## config.mk

```make
export PLATFORM = sky130hd
export DESIGN_NAME = spi_txn_scheduler
export DESIGN_NICKNAME = d
export VERILOG_FILES = /design/src/rtl/spi_txn_scheduler.sv
export SDC_FILE = /design/constraint.sdc
export NUM_CORES = 1
export LEC_CHECK = 0
export CORE_AREA = 2 2 140 142
export DETAILED_ROUTE_END_ITERATION = 8
export DIE_AREA = 0 0 142 144
export PLACE_DENSITY = 0.77
export REMOVE_ABC_BUFFERS = 1
export SETUP_SLACK_MARGIN = 0.5
export SKIP_LAST_GASP = 1
export SLEW_MARGIN = 20
export SYNTH_ARGS = -nofsm -noshare
export SYNTH_HDL_FRONTEND = slang
export SYNTH_SLANG_ARGS = --single-unit
```

## constraint.sdc

```tcl
create_clock -name i_CLK -period 3.4 [get_ports i_CLK]
set_clock_uncertainty 0.1 [all_clocks]
set_input_delay 0.51 -clock i_CLK [delete_from_list [all_inputs] [get_ports i_CLK]]
set_output_delay 0.51 -clock i_CLK [all_outputs]
set_load 0.005 [all_outputs]
```

## src/rtl/spi_txn_scheduler.sv

```systemverilog
// Sequences SPI-decoded register transactions onto a shared module bus:
// queued writes, prioritised reads, and a per-transaction timeout.
module spi_txn_scheduler #(
    parameter int ADDR_WIDTH  = 13,
    parameter int DATA_WIDTH  = 16,
    parameter int NUM_MODULES = 8,
    parameter int FIFO_DEPTH  = 4,
    parameter int TIMEOUT     = 255
) (
    input  logic                              i_CLK,
    input  logic                              i_RST,
    input  logic                              i_WR_VALID,
    input  logic                              i_RD_REQ,
    input  logic [ADDR_WIDTH-1:0]             i_ADDR,
    input  logic [DATA_WIDTH-1:0]             i_WDATA,
    input  logic                              i_CLR_ERR,
    input  logic [NUM_MODULES-1:0]            i_ACK,
    input  logic [NUM_MODULES*DATA_WIDTH-1:0] i_RDATA,
    output logic [NUM_MODULES-1:0]            o_SEL,
    output logic [ADDR_WIDTH-4:0]             o_REG_ADDR,
    output logic [DATA_WIDTH-1:0]             o_WDATA,
    output logic                              o_WE,
    output logic                              o_RE,
    output logic [DATA_WIDTH-1:0]             o_RDATA,
    output logic                              o_FIFO_FULL,
    output logic                              o_DROP,
    output logic                              o_TIMEOUT
);
    localparam int RW = ADDR_WIDTH - 3;
    localparam int PW = $clog2(FIFO_DEPTH);
    localparam int CW = PW + 1;
    localparam int TW = $clog2(TIMEOUT + 1);

    typedef enum logic [1:0] {IDLE, READ, WRITE} state_t;

    state_t                  state_q, state_d;
    logic [NUM_MODULES-1:0]  sel_q, sel_d;
    logic [RW-1:0]           reg_addr_q, reg_addr_d;
    logic [DATA_WIDTH-1:0]   wdata_q, wdata_d;
    logic [DATA_WIDTH-1:0]   rdata_q, rdata_d;
    logic                    we_q, we_d, re_q, re_d;
    logic                    vld_q, vld_d;
    logic [TW-1:0]           tcnt_q, tcnt_d;
    logic                    rd_pend_q, rd_pend_d;
    logic [ADDR_WIDTH-1:0]   rd_addr_q, rd_addr_d;
    logic                    drop_q, drop_d, tmo_q, tmo_d;
    logic [PW-1:0]           wp_q, wp_d, rp_q, rp_d;
    logic [CW-1:0]           cnt_q, cnt_d;
    logic [ADDR_WIDTH-1:0]   fa_q [FIFO_DEPTH];
    logic [DATA_WIDTH-1:0]   fd_q [FIFO_DEPTH];

    logic                    full, push, pop, hit, expire, fin;
    logic [ADDR_WIDTH-1:0]   head_addr;
    logic [DATA_WIDTH-1:0]   head_data, rsel;
    logic [NUM_MODULES-1:0]  ent_sel;

    function automatic logic [NUM_MODULES-1:0] dec(input logic [2:0] idx);
        logic [NUM_MODULES-1:0] oh;
        for (int k = 0; k < NUM_MODULES; k++) oh[k] = (idx == 3'(k));
        return oh;
    endfunction

    always_comb begin
        rsel = '0;
        for (int k = 0; k < NUM_MODULES; k++)
            if (sel_q[k]) rsel = i_RDATA[k*DATA_WIDTH +: DATA_WIDTH];
    end

    assign head_addr = fa_q[rp_q];
    assign head_data = fd_q[rp_q];
    assign full      = (cnt_q == CW'(FIFO_DEPTH));
    assign push      = i_WR_VALID && !full;
    assign hit       = |(i_ACK & sel_q);
    // An ack on the last allowed cycle beats the timeout.
    assign expire    = vld_q && !hit && (tcnt_q == TW'(TIMEOUT - 1));
    assign fin       = (state_q != IDLE) && (!vld_q || hit || expire);
    assign pop       = fin && (state_q == WRITE);

    always_comb begin
        state_d    = state_q;
        sel_d      = sel_q;
        reg_addr_d = reg_addr_q;
        wdata_d    = wdata_q;
        rdata_d    = rdata_q;
        we_d       = we_q;
        re_d       = re_q;
        vld_d      = vld_q;
        tcnt_d     = tcnt_q;
        rd_pend_d  = rd_pend_q;
        rd_addr_d  = rd_addr_q;
        drop_d     = drop_q;
        tmo_d      = tmo_q;
        wp_d       = wp_q;
        rp_d       = rp_q;
        ent_sel    = '0;

        if (i_CLR_ERR) begin
            drop_d = 1'b0;
            tmo_d  = 1'b0;
        end
        if (i_WR_VALID && full) drop_d = 1'b1;

        unique case (state_q)
            IDLE: begin
                if (rd_pend_q) begin
                    ent_sel    = dec(rd_addr_q[2:0]);
                    state_d    = READ;
                    rd_pend_d  = 1'b0;
                    sel_d      = ent_sel;
                    re_d       = |ent_sel;
                    vld_d      = |ent_sel;
                    reg_addr_d = rd_addr_q[ADDR_WIDTH-1:3];
                    tcnt_d     = '0;
                end else if (cnt_q != '0) begin
                    ent_sel    = dec(head_addr[2:0]);
                    state_d    = WRITE;
                    sel_d      = ent_sel;
                    we_d       = |ent_sel;
                    vld_d      = |ent_sel;
                    reg_addr_d = head_addr[ADDR_WIDTH-1:3];
                    wdata_d    = head_data;
                    tcnt_d     = '0;
                end
            end
            READ, WRITE: begin
                if (fin) begin
                    state_d = IDLE;
                    we_d    = 1'b0;
                    re_d    = 1'b0;
                    sel_d   = '0;
                    if (state_q == READ) rdata_d = expire ? '1 : rsel;
                    if (expire) tmo_d = 1'b1;
                end else begin
                    tcnt_d = tcnt_q + TW'(1);
                end
            end
            default: state_d = IDLE;
        endcase

        // Latest read request wins; the bus copy lives in reg_addr_q.
        if (i_RD_REQ) begin
            rd_pend_d = 1'b1;
            rd_addr_d = i_ADDR;
        end

        if (push) wp_d = wp_q + PW'(1);
        if (pop)  rp_d = rp_q + PW'(1);
    end

    assign cnt_d = cnt_q + CW'(push) - CW'(pop);

    always_ff @(posedge i_CLK or posedge i_RST) begin
        if (i_RST) begin
            state_q    <= IDLE;
            sel_q      <= '0;
            reg_addr_q <= '0;
            wdata_q    <= '0;
            rdata_q    <= '0;
            we_q       <= 1'b0;
            re_q       <= 1'b0;
            vld_q      <= 1'b0;
            tcnt_q     <= '0;
            rd_pend_q  <= 1'b0;
            rd_addr_q  <= '0;
            drop_q     <= 1'b0;
            tmo_q      <= 1'b0;
            wp_q       <= '0;
            rp_q       <= '0;
            cnt_q      <= '0;
        end else begin
            state_q    <= state_d;
            sel_q      <= sel_d;
            reg_addr_q <= reg_addr_d;
            wdata_q    <= wdata_d;
            rdata_q    <= rdata_d;
            we_q       <= we_d;
            re_q       <= re_d;
            vld_q      <= vld_d;
            tcnt_q     <= tcnt_d;
            rd_pend_q  <= rd_pend_d;
            rd_addr_q  <= rd_addr_d;
            drop_q     <= drop_d;
            tmo_q      <= tmo_d;
            wp_q       <= wp_d;
            rp_q       <= rp_d;
            cnt_q      <= cnt_d;
        end
    end

    always_ff @(posedge i_CLK) begin
        if (push) begin
            fa_q[wp_q] <= i_ADDR;
            fd_q[wp_q] <= i_WDATA;
        end
    end

    assign o_SEL       = sel_q;
    assign o_REG_ADDR  = reg_addr_q;
    assign o_WDATA     = wdata_q;
    assign o_WE        = we_q;
    assign o_RE        = re_q;
    assign o_RDATA     = rdata_q;
    assign o_FIFO_FULL = full;
    assign o_DROP      = drop_q;
    assign o_TIMEOUT   = tmo_q;
endmodule

```

## After elaboration in Yosys (flattened, before gate mapping)

Memories as Yosys holds them, arrays and structs flattened. A register that Yosys moved wholly into a read port is not among the register bits.
Cells that the tools add are included.

| cells by class | value |
|---|---|
| add/sub/neg operators | 5 |
| eq/ne operators | 24 |
| muxes and demuxes | 40 |
| bitwise gates (word level) | 2 |
| reduce and logical (&&, ||, !) cells | 32 |

Operator list:

| kind | count |
|---|---|
| 16-bit two-way mux | 9 |
| 8-bit two-way mux | 6 |
| 8-bit case mux with 2 select lines | 2 |
| 3-bit == test, second input constant | 9 |
| 8-bit OR reduction | 3 |
| 10-bit two-way mux | 2 |
| 1-bit two-way mux | 15 |
| 3-bit AND reduction | 5 |
| 3-bit by 2-bit == test with 1-bit output, second input constant | 4 |
| 2-bit inequality test, second input constant | 5 |
| 2-bit nonzero test | 5 |
| 8-bit by 1-bit adder with 8-bit output, second input constant | 1 |
| 8-bit bitwise AND | 1 |
| 8-bit == test, second input constant | 1 |
| 3-bit by 1-bit == test with 1-bit output, second input constant | 2 |
| 1-bit logical AND | 6 |
| 3-bit logical NOT | 2 |
| 2-bit two-way mux | 3 |
| 2-bit by 1-bit adder with 2-bit output, second input constant | 2 |
| 1-bit case mux with 2 select lines | 2 |
| 2-bit case mux with 2 select lines | 1 |
| 2-bit AND reduction | 2 |
| 4-bit AND reduction | 1 |
| 3-bit by 1-bit adder with 3-bit output | 1 |
| 10 further kinds | 13 |

| word-level totals | value |
|---|---|
| bits in registers | 70 |
| bits in writable memories | 116 |
| input port bits | 170 |
| memories kept | 2 |

Memories:

| name | depth | bits a word | read ports | clocked after Yosys merged registers in | write ports | RTL line | source |
|---|---|---|---|---|---|---|---|
| fd_q | 4 | 16 | 1 | 1 | 1 | 50 | `logic [DATA_WIDTH-1:0] fd_q [FIFO_DEPTH];` |
| fa_q | 4 | 13 | 1 | 0 | 1 | 49 | `logic [ADDR_WIDTH-1:0] fa_q [FIFO_DEPTH];` |

## Logic depth before layout (Yosys ltp)

Gate-level depths: netlist of run 1.

| depth | value |
|---|---|
| depth in word-level cells | 9 |
| mapped depth | 11 |
| mapped depth without buffers | 11 |

## Worst setup path before layout of run 1

No wires, ideal clock.

| timing path | value |
|---|---|
| path kind | register -> register |
| start point | register sel_q[5], in the netlist o_SEL[5] |
| end point | register cnt_q[2] |
| library setup time | 0.123 ns |
| arrival time | 2.462 ns |
| path slack | 0.715 ns |
| cell stages (with the launch flop) | 11 |
| cells stage by stage | dfrtp_1 > buf_2 > a222oi_1 > o21a_2 > a21oi_1 > and2_1 > ha_1 > inv_1 > ha_1 > fa_1 > xnor2_1 |

| on the way | value |
|---|---|
| cells in the longest elaborated chain, start to end | 9 |
| elaborated cells on any way between the ends | 10 |
| those cells by class | 1 x add/sub; 1 x bitwise; 8 x reduce/logical |

Ends and longest elaborated chain:

| element | RTL line | source |
|---|---|---|
| start, declared | 37 | `logic [NUM_MODULES-1:0] sel_q, sel_d;` |
| start signal, assigned | 172 | `sel_q <= sel_d;` |
| 8-bit bitwise AND * | 73 | `assign hit = \|(i_ACK & sel_q);` |
| 8-bit OR reduction * | 73 |  |
| 1-bit logical NOT | 75 | `assign expire = vld_q && !hit && (tcnt_q == TW'(TIMEOUT - 1));` |
| 1-bit logical AND (2 in a row) | 75 |  |
| 1-bit logical OR * | 76 | `assign fin = (state_q != IDLE) && (!vld_q \|\| hit \|\| expire);` |
| 1-bit logical AND * | 76 |  |
| 1-bit logical AND * | 77 | `assign pop = fin && (state_q == WRITE);` |
| named net pop | 52 | `logic full, push, pop, hit, expire, fin;` |
| 3-bit by 1-bit subtractor with 3-bit output * | 150 | `assign cnt_d = cnt_q + CW'(push) - CW'(pop);` |
| named net cnt_d[2] | 48 | `logic [CW-1:0] cnt_q, cnt_d;` |
| end signal, assigned | 186 | `cnt_q <= cnt_d;` |
| end, declared | 48 |  |

The timed path passes the listed nets; every way through them passes the cells marked *.
A chain may end at the register's enable or synchronous reset.

## Final worst setup path of run 1

| timing path | value |
|---|---|
| start point | input i_ACK[5] |
| end point | register cnt_q[2] |

| on the way | value |
|---|---|
| cells in the longest elaborated chain, start to end | 9 |
| elaborated cells on any way between the ends | 10 |
| those cells by class | 1 x add/sub; 1 x bitwise; 8 x reduce/logical |

Ends and longest elaborated chain:

| element | RTL line | source |
|---|---|---|
| start, declared | 17 | `input logic [NUM_MODULES-1:0] i_ACK,` |
| 8-bit bitwise AND * | 73 |  |
| 8-bit OR reduction * | 73 |  |
| 1-bit logical NOT | 75 |  |
| 1-bit logical AND (2 in a row) | 75 |  |
| 1-bit logical OR * | 76 |  |
| 1-bit logical AND * | 76 |  |
| 1-bit logical AND * | 77 |  |
| named net pop | 52 |  |
| 3-bit by 1-bit subtractor with 3-bit output * | 150 |  |
| named net cnt_d[2] | 48 |  |

Marked as above.

==> results.json, run 1 <==
{
  "layout.nets": 1109,
  "placed_area_um2": 11900,
  "syn_inst": 702,
  "multi_input_area_um2": 3320,
  "grt_overflow": 0,
  "dpl.hpwl_um": 16900,
  "cts-root-buf": "clkbuf_16",
  "clk_pin_slew_ps": 60,
  "ys_ff_latch": 202,
  "clk_path_buf_depth": 3,
  "routedWlPerCell_um": 20.7,
  "crit_arrival_ps": 2950,
  "hold_path.class": "flop to flop",
  "worstMarginPinSlew_ps": 1030,
  "postCtsSetupRepairBufs": 0,
  "hold_end": "o_REG_ADDR[2]",
  "rsz0062_at_grt": "no",
  "timing.fmax_mhz": 375,
  "gp_congestion": 0.853,
  "power_frac_clock_pct": 23.0,
  "timing.rr.end": "cnt_q[2]",
  "yosys_warnings": 0,
  "cap_violations": 0,
  "stdcell_area_um2": 12600,
  "worstHoldStart": "o_REG_ADDR[2]",
  "vias": 6763,
  "p_sw_uw": 3520,
  "grt_pass1_wl_um": 37500,
  "slew_violations": 0,
  "finalCritPeriodShare_pct": 78.5,
  "fp.dieH_um": 144,
  "p_int_uw": 7000,
  "numPortBuffers": 224,
  "grt_pass1_vias": 6906,
  "tns_ps": 0,
  "synth_edf_count": 116,
  "synth_cell_types": 56,
  "p_seq_share_pct": 35.3,
  "slew-limit-headroom_pct": 31.3,
  "place_ws_ps": 247,
  "critPathLaunchType": "input pin",
  "syn_area_um2": 9270,
  "setup_ws_ps": 732,
  "min_delay_path_depth": 2,
  "antenna_found_initial": 5,
  "reg2reg_depth": 9,
  "die-area_um2": 20400,
  "required_ps": 3680,
  "cts_buffers": 22,
  "drive_above_1_share_pct": 14.1,
  "async_flop_share_pct": 42.6,
  "grt_max_degree": 58,
  "clock_sinks": 202,
  "worstSetupPathType": "input pin to flop",
  "cts_tree": "done",
  "h-tree-depth": 1,
  "stdcell_count": 1185,
  "fin_crit_ps": 2670,
  "core_um2": 19100,
  "comb_power_share_pct": 41.8,
  "vias_per_cell": 5.71,
  "pin_count": 225,
  "hold_violations": 0,
  "avgSynthCellArea_um2": 13.2,
  "drtPass1Iterations": 5,
  "ctsResizeCount": 0,
  "p_sw_share_pct": 33.5,
  "drt_iter0_drc": 464,
  "dp.cells": 1141,
  "peakVddDrop_uv": 542,
  "status": "finished, final reports clean",
  "route.detailed.drc": 0,
  "setup_viol": 0,
  "routed_wl_um": 24500,
  "cellLeakagePower_uw": 0.00464,
  "gr-usage-all-layers_pct": 23.9,
  "critical_path.max_fanout": 6,
  "worstSetupEndpointType": "flop",
  "fp-row-count": 51,
  "timing.reg2reg.setup_slack_ps": 790,
  "clock_latency_ps": 520,
  "dieWidth_um": 142,
  "most-common-layout-cells": "clkdlybuf4s50_1 (224), edfxtp_1 (116), dfrtp_1 (85), nand2_1 (79), a31oi_1 (33)",
  "r2r-start": "o_SEL[0]",
  "area_growth_pct": 36.1,
  "hold_buffers": 0,
  "final_common_cell": "clkdlybuf4s50_1",
  "ant_nets": 0,
  "power_density_nw_per_um2": 834,
  "start_util_pct": 48.6,
  "ys_seq_area_share_pct": 60.8,
  "fillers": 1395,
  "seq_area_um2": 5640,
  "synth_flop_cell": "edfxtp_1"
}
==> synthesized netlist by cell type (all sizes together) (5+ instances only) <==
cell type  instances  area [um2]
o221ai            15         131
inv               32         120
nor3               7        45.0
mux2              29         327
and2              22         138
a21oi             25         129
o211ai            16         120
a31oi             33         206
o21ai             21         105
edfxtp           116        3480
ha                11         138
nand2b             9        56.3
mux4              29         653
o32a               6        60.1
buf               23         116
and3               5        31.3
mux2i             14         140
a221o             15         150
o22ai              6        37.5
nand3              5        30.0
nand2             79         297
nor2              21        78.8
nand4              5        31.3
dfrtp             86        2150
clkbuf            23        86.3
nor2b             16         100
==> through the flow <==
stage | hold slack [ps] | util, % | power [uW]
after floorplan | 326 | - | 6210
after CTS | 389 | 66.1 | 10600
after global routing | 413 | 66.1 | 11100
after global placement | 360 | 62.1 | 8050
final | 384 | 66.1 | 10500
after detailed placement | 370 | 62.1 | 8130
==> worst max path at each step <==
stage          depth (start not counted)     start        to
6_report                              11  i_ACK[5]  cnt_q[2]
5_1_grt                               11  i_ACK[5]  cnt_q[2]
4_1_cts                               11  i_ACK[5]  cnt_q[2]
3_5_place_dp                          11  i_ACK[5]  cnt_q[2]
3_3_place_gp                          11  i_ACK[5]  cnt_q[2]
2_1_floorplan                          9  o_SEL[5]  cnt_q[2]
==> worst max-delay path, cell delays in order <==
cell and delay (ps):
clkdlybuf4s50_1 410, a222oi_1 350, buf_4 190, o21a_2 180, a21oi_1 100, and2_1 210
ha_1 270, inv_1 40, ha_1 170, fa_1 380, xnor2_1 130
==> area by class of cell <==
class	instances	share of cell area (%)
Antenna cell	4	0.0793
Clock buffer	26	4.56
Clock inverter	14	1.38
Inverter	32	0.972
Multi-Input combinational cell	422	26.3
Sequential cell	202	44.7
Tap cell	238	2.36
Timing Repair Buffer	247	19.6
==> power by group through the flow <==
stage	Sequential, uW	Clock (uW)	Combinational, uW
6_report	3710	2420	4400
5_1_grt	3790	2560	4760
4_1_cts	3720	2450	4430
3_5_place_dp	3760	0	4370
3_3_place_gp	3730	0	4320
2_1_floorplan	3900	0	2320
==> flip-flops by register name, summed over array words and instances, names as in the netlist, 3 cells and up <==
signal,flops
o_REG_ADDR,10
cnt_q,3
o_SEL,8
rd_addr_q,13
o_WDATA,16
fd_q,64
fa_q,52
tcnt_q,8
o_RDATA,16
==> layer usage <==
| layer | GRT usage, % | up-vias | routed length [um] |
|---|---|---|---|
| met5 | 0 | - | 11 |
| met2 | 40.6 | 284 | 11800 |
| met4 | 9.63 | 2 | 870 |
| met3 | 5.66 | 53 | 2110 |
| li1 | - | 3114 | - |
| met1 | 29.7 | 3310 | 9700 |
==> logic make-up (layout without fill, tap and decap cells) <==
logic type	after synthesis	in the layout	share of synthesized area, %
other	0	4	0
adders and majority gates	12	12	1.70
DFF	202	202	60.8
and+or+nand+nor	179	179	9.73
xor gates and xnor gates	5	5	0.473
AOI/OAI and AO/OA	154	154	11.7
buffers and inverters	78	319	3.48
muxes	72	72	12.1
(Power assumes the default switching activity.)
==> run 2: changes to the inputs <==
--- a/config.mk
+++ b/config.mk
@@ -5,10 +5,10 @@
 export SDC_FILE = /design/constraint.sdc
 export NUM_CORES = 1
 export LEC_CHECK = 0
-export CORE_AREA = 2 2 140 142
+export CORE_AREA = 2 2 147 149
 export DETAILED_ROUTE_END_ITERATION = 8
-export DIE_AREA = 0 0 142 144
-export PLACE_DENSITY = 0.77
+export DIE_AREA = 0 0 149 151
+export PLACE_DENSITY = 0.74
 export REMOVE_ABC_BUFFERS = 1
 export SETUP_SLACK_MARGIN = 0.5
 export SKIP_LAST_GASP = 1
==> constraint.sdc (replaced) <==
create_clock -name i_CLK -period 2.3 [get_ports i_CLK]
set_clock_uncertainty 0.1 [all_clocks]
set_input_delay 0.345 -clock i_CLK [delete_from_list [all_inputs] [get_ports i_CLK]]
set_output_delay 0.345 -clock i_CLK [all_outputs]
set_load 0.005 [all_outputs]
==> results.json, run 2 (synthesis results as in run 1) <==
{
  "drtPass1Iterations": 5,
  "grt_pass1_vias": 7497,
  "pin_count": 225,
  "crit_arrival_ps": 2710,
  "hold_violations": 0,
  "crit_path_cell_trace": "a222oi_1 -> buf_4 -> o21a_4 -> a21oi_4 -> and2_4 -> ha_4 -> inv_2 -> ha_4 -> fa_2 -> xnor2_2",
  "gr-usage-all-layers_pct": 25.7,
  "worstSetupEndpointType": "flop",
  "utilization_pct": 68.2,
  "critical_path.max_fanout": 2,
  "route.detailed.drc": 0,
  "fin_crit_ps": 2430,
  "grt_max_degree": 36,
  "cts-root-buf": "clkbuf_16",
  "cts_buffers": 22,
  "fillers": 1433,
  "cap_violations": 0,
  "grt_pass1_wl_um": 43800,
  "vias_per_cell": 5.67,
  "clk_path_buf_depth": 3,
  "place_ws_ps": -562,
  "fp.dieH_um": 151,
  "layout.nets": 1204,
  "final_common_cell": "clkdlybuf4s50_1",
  "hold_buffers": 0,
  "drt_iter0_drc": 343,
  "start_util_pct": 44.5,
  "endpoint": "cnt_q[2]",
  "antenna_found_initial": 4,
  "largest_register": "fd_q",
  "grt_overflow": 0,
  "cp_slowest_cell": "dfrtp_1",
  "vias": 7454,
  "dpl.hpwl_um": 17900,
  "setup_viol": 3,
  "crit_start": "o_SEL[5]",
  "worstMarginPinSlew_ps": 471,
  "placed_area_um2": 12200,
  "largest_reg_flops": 64,
  "timing.rr.end": "cnt_q[2]",
  "clk_pin_slew_ps": 60,
  "core_um2": 20800,
  "slew_violations": 0,
  "status": "finished with violations",
  "reg_top3": "fd_q (64), fa_q (52)",
  "reg2reg_depth": 10,
  "dieWidth_um": 149,
  "violations": "setup timing",
  "rsz0062_at_grt": "yes",
  "crit_cells": 10,
  "setup_ws_ps": -131,
  "clock_latency_ps": 490,
  "cts_tree": "done",
  "required_ps": 2570,
  "worstSetupPathType": "flop to flop",
  "finalCritPeriodShare_pct": 106,
  "ant_nets": 0,
  "cellLeakagePower_uw": 0.00554,
  "critPathLaunchType": "flop",
  "fp-row-count": 53,
  "crit_family": "adder cells",
  "slowest_delay_ps": 390,
  "die-area_um2": 22500,
  "routed_wl_um": 30300,
  "hold_path.class": "input pin to asynchronous set/reset pin",
  "timing.fmax_mhz": 411,
  "power_density_nw_per_um2": 1300,
  "timing.reg2reg.setup_slack_ps": -130,
  "path_buf_inv": 2,
  "drive_above_1_share_pct": 27.0,
  "numPortBuffers": 224,
  "peakVddDrop_uv": 1010,
  "stdcell_area_um2": 14200,
  "critical_path.most_common_cell": "ha_4",
  "h-tree-depth": 1,
  "clock_sinks": 202,
  "area_growth_pct": 53.1,
  "r2r-start": "o_SEL[5]",
  "tns_ps": -277,
  "most-common-layout-cells": "clkdlybuf4s50_1 (172), edfxtp_1 (116), dfrtp_1 (79), nand2_1 (75), buf_4 (59)",
  "routedWlPerCell_um": 23.0,
  "gp_congestion": 0.838,
  "slew-limit-headroom_pct": 68.6
}
[run 2: changes by cell type in the layout (fill, tap and decap cells not counted), moves of 6 or more]
cell,previous run,this run
dlygate4sd2_1,0,36
mux2_2,29,18
dfrtp_2,1,7
o21ai_0,17,8
dfrtp_1,85,79
buf_12,5,17
mux2_4,0,11
dlymetal6s2s_1,0,8
buf_6,0,31
clkdlybuf4s50_1,224,172
o21ai_1,4,11
buf_4,18,59
[run 2: metal layers]
metal / vias to the layer above / track usage [%] / part of all wire (%)
met5: - / 0 / 0.043
met4: 2 / 11.8 / 5.0
met3: 83 / 8.13 / 10
met2: 343 / 43.2 / 48
met1: 3723 / 30.4 / 37
li1: 3303 / - / -
[run 2: final cells by class]
cell class / instances / area, um2 / share of cell area, %
Sequential cell: 202 / 5640 / 39.8
Timing Repair Buffer: 342 / 3650 / 25.7
Multi-Input combinational cell: 422 / 3640 / 25.7
Clock buffer: 27 / 621 / 4.37
Tap cell: 275 / 344 / 2.42
Clock inverter: 12 / 158 / 1.11
Inverter: 32 / 123 / 0.864
Antenna cell: 3 / 7.51 / 0.0529
[run 2: power by group]
part	internal (uW)	total, uW	switching [uW]
Sequential	4900	5410	512
Clock	2350	3730	1380
Combinational	4950	9290	4340
Total	12200	18400	6230
[run 2: worst reg2reg max path, cell delays in order (launching register included)]
cell and delay [ps]:
dfrtp_1 390, a222oi_1 330, buf_4 190, o21a_4 140, a21oi_4 60, and2_4 160, ha_4 260, inv_2 40
ha_4 160, fa_2 360, xnor2_2 140
[run 2: worst min path at each step]
stage | startpoint | endpoint | slack [ps] | cells after the start
2_1_floorplan | vld_q | vld_q | 330 | 1
3_3_place_gp | o_REG_ADDR[9] | o_REG_ADDR[9] | 370 | 2
3_5_place_dp | o_REG_ADDR[5] | o_REG_ADDR[5] | 370 | 2
4_1_cts | i_RST | o_RDATA[12] | 90 | 2
5_1_grt | i_RST | o_RDATA[12] | 110 | 2
6_report | i_RST | o_RDATA[12] | 100 | 2
[run 2: repair_timing]
item,in CTS,in global routing
buffers inserted,41,15
pin swaps,27,18
endpoints found under the setup margin,217,190
gates resized for setup,144,77
gates cloned,8,3
[run 2: through the flow]
stage	hold slack, ps	instances	power [uW]
after floorplan	326	656	9180
after global placement	368	1206	12400
after detailed placement	370	1206	12500
after CTS	91.2	1294	17600
after global routing	111	1312	19400
final	95.5	1315	18400
==> run 3: changes to the inputs <==
--- a/config.mk
+++ b/config.mk
@@ -5,6 +5,7 @@
 export SDC_FILE = /design/constraint.sdc
 export NUM_CORES = 1
 export LEC_CHECK = 0
+export CAP_MARGIN = 20
 export CORE_AREA = 2 2 147 149
 export DETAILED_ROUTE_END_ITERATION = 8
 export DIE_AREA = 0 0 149 151
==> results of run 3 <==
Same layout as run 2: the final DEF is identical, and so are final timing and power.
==> RTL change 1: new RTL, config.mk and constraints of run 3 <==
The 3 states of `state_t` get a one-hot encoding in 3 bits.
--- a/src/rtl/spi_txn_scheduler.sv
+++ b/src/rtl/spi_txn_scheduler.sv
@@ -33,3 +33,3 @@
 
-    typedef enum logic [1:0] {IDLE, READ, WRITE} state_t;
+    typedef enum logic [2:0] {IDLE = 3'b001, READ = 3'b010, WRITE = 3'b100} state_t;
 
Formal check against the unedited RTL: no difference found for any inputs over 4 cycles, from zero or initial values and one cycle with i_RST high; so few cycles prove little.
==> RTL change 1 against run 3 <==
Largest power group unchanged; global-route usage shrank 1.1 points; combinational power shrank 3.0%; critical endpoint unchanged; the run still ends with negative setup slack left; power shrank 1.1%; design area shrank 2.5%; setup slack lost 0.11 ns; sequential power is essentially flat; via count shrank 5.9%; fmax shrank 4.5%; sequential cell count grew 1; synthesized area shrank 4.6%; clock power grew 2%; wire length shrank 5.7%; die area is the same.
==> RTL change 1: results (changes against run 3) <==
status:
  status: "finished, violations left"
  failed_checks: "negative setup slack"
detailed_routing:
  wl_met3_mm: 2.45  # -19%
  wl_met1_mm: 10.3  # -8.1%
  top_layer: "met4"
  first_pass_iters: 4  # -1
  routed_via_density: 5.49  # -3.1%
  finalWirelength_mm: 28.6  # -5.7%
  avgRoutedWirePerCell_um: 22.4  # -2.8%
final_layout:
  inverters_excl_clock: 13  # -59%
  multi_input_gates: 384  # -9.0%
  nets: 1160  # -3.7%
  seq_cell_count: 203  # +0.50%
  clk_share_pct: 5.70  # +0.21 points
  drive_gt1_share_pct: 29.9  # +2.9 points
  fin_util_pct: 66.4  # -1.7 points
  fillers: 1512  # +5.5%
  seqCellArea_um2: 5660  # +0.33%
  antennaDiodeCount: 4  # +1
  clock_buffers: 29  # +7.4%
  buf_share_pct: 25.6  # -0.16 points
synth:
  yosys-top-cells-area: "edfxtp_1 (39%), dfrtp_1 (24%), mux4_2 (7.1%)"
  async_reset_ff_share_pct: 42.9  # +0.28 points
  netlist_instances: 639  # -9.0%
grt:
  grt_first_pass_wirelength_mm: 41.7  # -4.7%
  use_met2_pct: 42.5  # -0.74 points
  track_usage_pct: 24.6  # -1.1 points
  use_met1_pct: 27.1  # -3.3 points
power:
  power.share.switching_pct: 34.1  # +0.30 points
  p_leak_nw: 5.32  # -4.0%
  ir_drop_v: 0.000826  # -18%
  pg_comb_mw: 9.01  # -3.0%
sta:
  timing.hold.ws_ns: 0.121  # +0.0254 ns
  setup_violations: 8  # +5
  worstMarginPinSlew_ns: 0.503  # +0.0324 ns
  fin_ws_ns: -0.245  # -0.114 ns
place:
  post_dp_cell_area_um2: 11900  # -2.2%
  hpwlAfterDp_mm: 18.8  # +5.1%
[RTL change 1: changes by cell type after synthesis, sizes merged, moves of 6 or more]
| cell | delta |
|---|---|
| buf | -11 |
| a221o | -9 |
| o32a | -6 |
| nor3 | +16 |
| a31oi | -17 |
| o211ai | -16 |
| a22oi | +15 |
| o22ai | +26 |
| a21oi | +9 |
| and2 | -16 |
| nor2 | +35 |
| nand2 | -53 |
| inv | -19 |
| o221ai | -15 |
[RTL change 1: worst max-delay path, cell delays in order, from the launching register on]
cell and delay, ns:
dfrtp_1 0.40, a222oi_1 0.30, buf_4 0.18, o21a_1 0.14
nand2_2 0.07, and3_4 0.16, ha_4 0.26, inv_2 0.04
ha_4 0.15, fa_2 0.36, xnor2_2 0.15, xnor2_1 0.12
[RTL change 1: worst max path at each step]
| stage | startpoint | endpoint | slack, ns | depth (start not counted) |
|---|---|---|---|---|
| 2_1_floorplan | o_SEL[7]$_DFFE_PP0P_ | cnt_q[2]$_DFF_PP0_ | -0.62 | 10 |
| 3_3_place_gp | i_ACK[7] | cnt_q[2]$_DFF_PP0_ | -0.69 | 12 |
| 3_5_place_dp | i_ACK[3] | cnt_q[2]$_DFF_PP0_ | -0.74 | 12 |
| 4_1_cts | o_SEL[5]$_DFFE_PP0P_ | cnt_q[2]$_DFF_PP0_ | -0.25 | 11 |
| 5_1_grt | o_SEL[5]$_DFFE_PP0P_ | cnt_q[2]$_DFF_PP0_ | -0.37 | 11 |
| 6_report | o_SEL[5]$_DFFE_PP0P_ | cnt_q[2]$_DFF_PP0_ | -0.24 | 11 |
[RTL change 1: kinds of logic after synthesis]
logic type	synth area share, %
simple gates	8.60
fa+ha+maj	1.36
flops	64.0
mux	12.3
buf+inv	2.39
xor+xnor	1.09
compound gates	10.2
==> RTL change 2: new RTL, settings of run 3 <==
Without the edit above. `TIMEOUT`: 255 -> 510.
--- a/src/rtl/spi_txn_scheduler.sv
+++ b/src/rtl/spi_txn_scheduler.sv
@@ -7,3 +7,3 @@
     parameter int FIFO_DEPTH  = 4,
-    parameter int TIMEOUT     = 255
+    parameter int TIMEOUT     = 510
 ) (
Formal check against the unedited RTL: same outputs for any inputs over 4 cycles, from zero or initial values and one cycle with i_RST high; that may be too few to reach the edited logic, so the function may still have changed.
==> RTL change 2 against run 3 <==
The flow still finishes with violations (negative setup slack); sequential power is essentially flat; setup slack got worse by 0.10 ns; via count up 0.64%; design area is 2.2% lower; sequential cell count increased by 1; non-clock buffer count down 11; power fell by 1.7%; combinational power fell by 2%; synthesized area is 1.1% lower; wire length down 0.15%; first-iteration DRC count up 48%; synthesized cell count is 2.1% lower; highest routed layer is now met4.
==> RTL change 2: results (changes against run 3) <==
grt:
  grt_max_degree: 33  # -8.3%
  grt_first_pass_wirelength_mm: 44.6  # +1.9%
  track_usage_pct: 26.3  # +0.53 points
  use_met1_pct: 30.3  # -0.085 points
  use_met2_pct: 45.2  # +2.0 points
  gr-usage-met3_pct: 6.99  # -1.1 points
  grt_pass1_vias: 7791  # +3.9%
sta:
  fin_setup_tns_ns: -0.340  # -0.0631 ns
  timing.hold.ws_ns: 0.0928  # -0.00273 ns
  slew_headroom_pct: 59.6  # -9.1 points
  fin_ws_ns: -0.233  # -0.102 ns
  setup_violations: 3  # unchanged
place:
  gp_congestion: 0.886  # +5.8%
  post_dp_cell_area_um2: 12100  # -0.29%
  dp_slack_ns: -0.784  # -0.221 ns
  hpwlAfterDp_mm: 18.1  # +1.1%
synth:
  synth_common_cells: "edfxtp_1 (116), dfrtp_1 (87), a21oi_1 (57)"
  synth.avg_cell_area_um2: 13.3  # +1.1%
  yosysSeqAreaShare_pct: 61.8  # +0.95 points
  synth.distinct_cells: 55  # -1.8%
  async_reset_ff_share_pct: 42.9  # +0.28 points
status:
  status: "finished, violations left"
  failed_checks: "negative setup slack"
detailed_routing:
  avgRoutedWirePerCell_um: 23.5  # +1.9%
  wl_met3_mm: 2.95  # -2.1%
  routed_via_density: 5.82  # +2.8%
  drtIter0Drc: 508  # +48%
  top_layer: "met4"
final_layout:
  nets: 1176  # -2.3%
  drive_gt1_share_pct: 26.8  # -0.17 points
  fillers: 1524  # +6.4%
power:
  ir_drop_v: 0.000861  # -15%
  p_leak_nw: 5.35  # -3.4%
-- RTL change 2: changes by cell type after synthesis, sizes merged, moves of 7 or more --
| cell | run 3 | this run |
|---|---|---|
| and2 | 22 | 6 |
| a31oi | 33 | 2 |
| o221ai | 15 | 0 |
| a221o | 15 | 1 |
| a21oi | 25 | 57 |
| nor2b | 16 | 2 |
| clkbuf | 23 | 32 |
| o22ai | 6 | 19 |
| a32oi | 0 | 15 |
| a221oi | 0 | 15 |
| buf | 23 | 16 |
| o211ai | 16 | 31 |
| nand2 | 79 | 55 |
-- RTL change 2: cells by family after synthesis --
kind of cell / share of synthesized area, %
adder cells (fa/ha/maj): 1.72
multiplexers: 11.8
flip-flops: 61.8
AO/OA/AOI/OAI: 14.2
XOR/XNOR: 0.478
buffers and inverters: 3.85
AND/OR/NAND/NOR: 6.22
-- RTL change 2: where the power goes --
| part | switching (mW) | total [mW] | internal [mW] |
|---|---|---|---|
| sequential | 0.502 | 5.39 | 4.89 |
| combinational | 4.34 | 9.13 | 4.80 |
| clock | 1.40 | 3.60 | 2.20 |
-- RTL change 2: what timing repair did --
action | in CTS | in global routing
endpoints found under the setup margin | 117 | 182
cloned | 11 | 0
pin swaps | 21 | 14
setup buffers | 28 | 8
resized for setup | 156 | 58
-- RTL change 2: layout make-up --
| class | count | area (µm²) | share of cell area [%] |
|---|---|---|---|
| well taps | 275 | 344 | 2.48 |
| inverters | 36 | 141 | 1.02 |
| clock buffers | 31 | 614 | 4.43 |
| multi-input cells | 400 | 3520 | 25.4 |
| repair buffers | 331 | 3460 | 24.9 |
| diodes | 3 | 7.51 | 0.0541 |
| flip-flops and latches | 203 | 5660 | 40.8 |
| clock inverters | 9 | 131 | 0.946 |
